## src/rtl/mem_arbiter_pkg.sv

```systemverilog
// Shared types and constants for the memory-port arbiter.
package mem_arbiter_pkg;

  typedef enum logic [2:0] {
    IDLE      = 3'd0,
    ISSUE     = 3'd1,
    WAIT_RISE = 3'd2,
    WAIT_FALL = 3'd3,
    DONE      = 3'd4
  } state_t;

  localparam logic [1:0] GRANT_NONE = 2'd3;
  localparam int ADDR_W = 27;
  localparam int DATA_W = 32;
  localparam int RR_N   = 3;

endpackage

```

## src/rtl/mem_arbiter_rr_arbiter3.sv

```systemverilog
// Combinational 3-way round-robin pick: first set request scanning ptr, ptr+1, ptr+2.
module rr_arbiter3
  import mem_arbiter_pkg::*;
(
  input  logic [RR_N-1:0] req,
  input  logic [1:0]      ptr,
  output logic [1:0]      idx,
  output logic            any
);

  logic [2:0] pos;

  // Scan from the farthest slot back to ptr so the nearest set request wins.
  always_comb begin
    idx = 2'd0;
    pos = 3'd0;
    any = |req;
    for (int k = RR_N - 1; k >= 0; k--) begin
      pos = {1'b0, ptr} + 3'(k);
      if (pos >= 3'(RR_N)) pos = pos - 3'(RR_N);
      if (req[pos[1:0]]) idx = pos[1:0];
    end
  end

endmodule

```

## src/rtl/mem_arbiter.sv

```systemverilog
// Shares one memory-unit port among three requesters with round-robin grants,
// start/busy handshake sequencing and a saturating transaction timeout.
module mem_arbiter
  import mem_arbiter_pkg::*;
#(
  parameter int N_REQ          = 3,
  parameter int TIMEOUT_CYCLES = 4096,
  parameter int TO_W           = 13
)(
  input  logic                    clk,
  input  logic                    reset,
  input  logic [N_REQ-1:0]        req_valid,
  input  logic [N_REQ*ADDR_W-1:0] req_addr,
  input  logic [N_REQ*DATA_W-1:0] req_data,
  input  logic [N_REQ-1:0]        req_we,
  output logic [N_REQ-1:0]        req_done,
  output logic                    req_err,
  output logic [DATA_W-1:0]       rd_q,
  output logic [1:0]              grant_id,
  output logic [ADDR_W-1:0]       mem_address,
  output logic [DATA_W-1:0]       mem_data,
  output logic                    mem_we,
  output logic                    mem_start,
  input  logic                    mem_busy,
  input  logic [DATA_W-1:0]       mem_q,
  input  logic                    mem_init_done
);

  localparam logic [TO_W-1:0] TO_LAST = TO_W'(TIMEOUT_CYCLES - 1);

  state_t            state;
  logic [1:0]        rr_ptr;
  logic [TO_W-1:0]   to_cnt;
  logic [1:0]        win_idx;
  logic              win_any;
  logic [ADDR_W-1:0] addr_arr [N_REQ];
  logic [DATA_W-1:0] data_arr [N_REQ];

  genvar gi;
  generate
    for (gi = 0; gi < N_REQ; gi++) begin : g_unpack
      assign addr_arr[gi] = req_addr[gi*ADDR_W +: ADDR_W];
      assign data_arr[gi] = req_data[gi*DATA_W +: DATA_W];
    end
  endgenerate

  rr_arbiter3 u_rr (
    .req (req_valid),
    .ptr (rr_ptr),
    .idx (win_idx),
    .any (win_any)
  );

  logic            to_hit;
  logic [TO_W-1:0] to_cnt_inc;
  assign to_hit     = (to_cnt == TO_LAST);
  assign to_cnt_inc = (to_cnt == '1) ? to_cnt : to_cnt + 1'b1;

  always_ff @(posedge clk or negedge reset) begin
    if (!reset) begin
      state       <= IDLE;
      mem_start   <= 1'b0;
      mem_we      <= 1'b0;
      mem_address <= '0;
      mem_data    <= '0;
      req_done    <= '0;
      req_err     <= 1'b0;
      rd_q        <= '0;
      grant_id    <= GRANT_NONE;
      rr_ptr      <= 2'd0;
      to_cnt      <= '0;
    end else begin
      req_done <= '0;
      case (state)
        IDLE: begin
          if (mem_init_done && win_any) begin
            mem_address <= addr_arr[win_idx];
            mem_data    <= data_arr[win_idx];
            mem_we      <= req_we[win_idx];
            grant_id    <= win_idx;
            state       <= ISSUE;
          end
        end
        ISSUE: begin
          mem_start <= 1'b1;
          to_cnt    <= '0;
          state     <= WAIT_RISE;
        end
        WAIT_RISE: begin
          if (mem_busy) begin
            to_cnt <= '0;
            state  <= WAIT_FALL;
          end else if (to_hit) begin
            mem_start          <= 1'b0;
            rd_q               <= '0;
            req_err            <= 1'b1;
            req_done[grant_id] <= 1'b1;
            state              <= DONE;
          end else begin
            to_cnt <= to_cnt_inc;
          end
        end
        WAIT_FALL: begin
          // The done pulse is registered here so it is visible during DONE,
          // letting the requester drop req_valid before the next IDLE scan.
          if (!mem_busy) begin
            mem_start          <= 1'b0;
            rd_q               <= mem_q;
            req_err            <= 1'b0;
            req_done[grant_id] <= 1'b1;
            state              <= DONE;
          end else if (to_hit) begin
            mem_start          <= 1'b0;
            rd_q               <= '0;
            req_err            <= 1'b1;
            req_done[grant_id] <= 1'b1;
            state              <= DONE;
          end else begin
            to_cnt <= to_cnt_inc;
          end
        end
        DONE: begin
          rr_ptr   <= (grant_id == 2'd2) ? 2'd0 : grant_id + 2'd1;
          grant_id <= GRANT_NONE;
          mem_we   <= 1'b0;
          state    <= IDLE;
        end
        default: state <= IDLE;
      endcase
    end
  end

endmodule

```

## config.mk

```make
export PLATFORM = sky130hd
export DESIGN_NAME = mem_arbiter
export DESIGN_NICKNAME = d
export VERILOG_FILES = /design/src/rtl/mem_arbiter_pkg.sv /design/src/rtl/mem_arbiter_rr_arbiter3.sv /design/src/rtl/mem_arbiter.sv
export SDC_FILE = /design/constraint.sdc
export NUM_CORES = 1
export LEC_CHECK = 0
export ABC_AREA = 1
export BUFFER_PORTS_ARGS = -buffer_cell sky130_fd_sc_hd__buf_2
export CORE_MARGIN = 4
export CORE_UTILIZATION = 48
export CTS_CLUSTER_DIAMETER = 40
export CTS_CLUSTER_SIZE = 30
export DETAILED_ROUTE_END_ITERATION = 8
export PLACE_DENSITY = 0.8
export SLEW_MARGIN = 20
export SYNTH_ARGS = -nofsm -noshare
export SYNTH_HDL_FRONTEND = slang
export SYNTH_SLANG_ARGS = --single-unit
```

## constraint.sdc

```tcl
create_clock -name clk -period 2.7 [get_ports clk]
set_input_delay 0.27 -clock clk [delete_from_list [all_inputs] [get_ports clk]]
set_output_delay 0.27 -clock clk [all_outputs]
set_load 0.05 [all_outputs]
```

==> results.cfg <==
[run_status]
status = finished clean

[setup_path]
start_kind = flop
crit_end = mem_address[6]
r2r_start = rr_ptr[1]
critPathArrivalTime_ns = 2.61
crit_start = rr_ptr[1]
ff2ff_setup_slack_ns = 0.38
cp-end-kind = flop
reg2reg_depth = 12
cp.required_ns = 3.00
r2r_end = mem_address[6]
path_class = reg -> reg
cp_max_fo = 24

[timing]
period_share_pct = 85.8
fin_crit_ns = 2.32
finalSetupViolCount = 0
worst_slew_pin_slew_ns = 0.660
hold_viol_final = 0
slew_viol_final = 0
fin_skew_ns = 0.0138
setup_tns_ns = 0
maxSlewHeadroom_pct = 56.0
rsz0062_at_grt = false
timing.fmax_ghz = 0.432

[grt]
grt_pass1_vias = 7337
grt_start_max_net_pins = 94
antenna_found_initial = 1
grt_pass1_wl_um = 35700
grt_overflow = 0
track_usage_pct = 26.9

[drt]
drt_first_pass_iters = 6
post_drt_wl_per_cell_um = 14.5
first_iter_violations = 515
drcViolationCount = 0
routed_wl_um = 22200
vias = 7734
ant_nets = 0
viasPerCell = 5.05

[clocking]
numCtsBuffers = 17
h-tree-depth = 4
clk_pin_slew_ns = 0.06
cts_tree = yes
cts_sinks = 117
root_buffer = clkbuf_16
clock_latency_ns = 0.42
clockBufferDepth = 2

[logic_synthesis]
synth_ff_type = dfrtp_1
yosys.cell_count.top_type = nand2_1
synth.cell_area_sq_um = 6880
synthesis.nets = 1263
yosysSeqAreaShare_pct = 42.6
avgSynthCellArea_sq_um = 6.60
synth_commonest_cells = 226 x nand2_1, 213 x inv_1, 135 x nand3_1, 115 x dfrtp_1, 110 x nor2_1
syn_inst = 1041
synthArstFlopShare_pct = 100
synth_top_area_share_pct = 41.9
synth_edf_count = 0
ys_ff_latch = 117
yosys.area.top_type = dfrtp_1
ys_warn_count = 0
synth.distinct_cells = 28
synth_area_leaders = dfrtp_1 42%, nand2_1 12%, inv_1 12%, nand3_1 9.8%, a21oi_1 7.4%

[placement]
placed_cells_incl_taps = 1499
dp_hpwl_um = 15900
gp_congestion = 0.857
port_buffers = 317

[pwr]
ir_drop_mv = 0.664
power.leakage_nw = 5.43
p_per_area_nw_per_um2 = 1230
p_total_mw = 11.5

[floorplan]
row_count = 43
core_area_sq_um = 13900
die_x_um = 128
start_util_pct = 49.3
die_y_um = 128
dieArea_sq_um = 16300
io_pins = 318

[job]
drv_cap = 0

[final_layout]
seq_area_sq_um = 2930
fillers = 1244
drive_gt1_share_pct = 27.8
layout.cells.non_filler = 1533
area_growth_pct = 35.9
finalNetCount = 1561
multi_input_area_sq_um = 2940

[hold_path]
hold_class = in -> reg
## stage by stage
stage | utilization, % | instance area, sq um | setup WS (ns) | hold slack [ns]
6_report | 67.1 | 9350 | 0.383 | 0.145
5_1_grt | 67.1 | 9350 | 0.171 | 0.159
4_1_cts | 67.0 | 9340 | 0.234 | 0.138
3_5_place_dp | 62.4 | 8690 | 0.248 | 0.343
3_3_place_gp | 62.4 | 8690 | 0.336 | 0.350
2_1_floorplan | - | 6880 | 0.781 | -0.0256
## report_power, final
part / internal (mW) / total (mW) / switching [mW] / leakage, nW
registers: 2.44 / 2.83 / 0.390 / 1.30
clock network: 1.64 / 2.42 / 0.781 / 0.313
logic: 1.63 / 6.22 / 4.59 / 3.82
total: 5.71 / 11.5 / 5.76 / 5.43
## registers in the layout (all words and copies together), names as in the netlist, 2 cells and up
| name | count |
|---|---|
| mem_data | 32 |
| rd_q | 32 |
| mem_address | 27 |
| to_cnt | 13 |
| req_done | 3 |
| state | 3 |
| grant_id | 2 |
| rr_ptr | 2 |
## cells by family after synthesis
group                      after synthesis  share of synthesized area, %
and+or+nand+nor                        482                          29.2
buffers and inverters                  273                          15.1
AOI/OAI and AO/OA                      163                          12.2
adders and majority gates                3                         0.546
DFF                                    117                          42.6
xor gates and xnor gates                 3                         0.382
## critical path, cell delays in order, from the launching register on
cell and delay [ns]:
dfrtp_1 0.39, inv_1 0.06, ha_1 0.26, inv_2 0.10, nand2_1 0.08, nand3_1 0.06, inv_1 0.13, nand2_2 0.26
o21ai_4 0.23, buf_4 0.35, nand2_1 0.10, nand3_1 0.08, a21oi_1 0.08
## worst min-delay path by stage
stage,start,slack [ns],endpoint,cells past startpoint
floorplan,reset,-0.03,mem_address[0],0
global placement,reset,0.35,mem_data[4],2
detailed placement,reset,0.34,rd_q[2],2
CTS,req_we[1],0.14,mem_we,3
global route,req_we[1],0.16,mem_we,3
finish,req_we[1],0.15,mem_we,3
## cell usage in the layout, fill, tap and decap left out, drive strengths merged, types with 2 or more instances in the layout
cell and n:
bufinv 4, xor2 3, inv 216, dfstp 2, dfrtp 115, nand4 5
nand3 135, nor3 4, buf 333, nand2 227, clkbuf 23, nor2 111
o21ai 54, o211ai 2, a21oi 102, ha 3, clkinv 6, o22ai 2
## routing by layer
layer	GRT usage [%]	part of all wire (%)	vias to the layer above	routed length, um
li1	-	-	3806	-
met1	34.0	40	3537	8780
met2	45.2	49	345	10900
met3	6.21	8.2	46	1810
met4	10.4	2.9	0	650
met5	0	0	-	0
## final cells by class
| type | count | share of cell area (%) |
|---|---|---|
| antenna | 1 | 0.0268 |
| clock buffer | 23 | 5.22 |
| clock inverter | 9 | 1.58 |
| inverter | 218 | 8.78 |
| multi-input combinational | 651 | 31.4 |
| sequential | 117 | 31.4 |
| tap | 180 | 2.41 |
| timing repair buffer | 334 | 19.2 |
## repair_timing
item / in CTS / in global routing
resized for setup: 0 / 1
hold buffers: 1 / 0
buffers inserted: 0 / 0
endpoints found under the hold margin: 115 / 0
endpoints found under the setup margin: 0 / 59
Power figures use the tool's default switching activity.
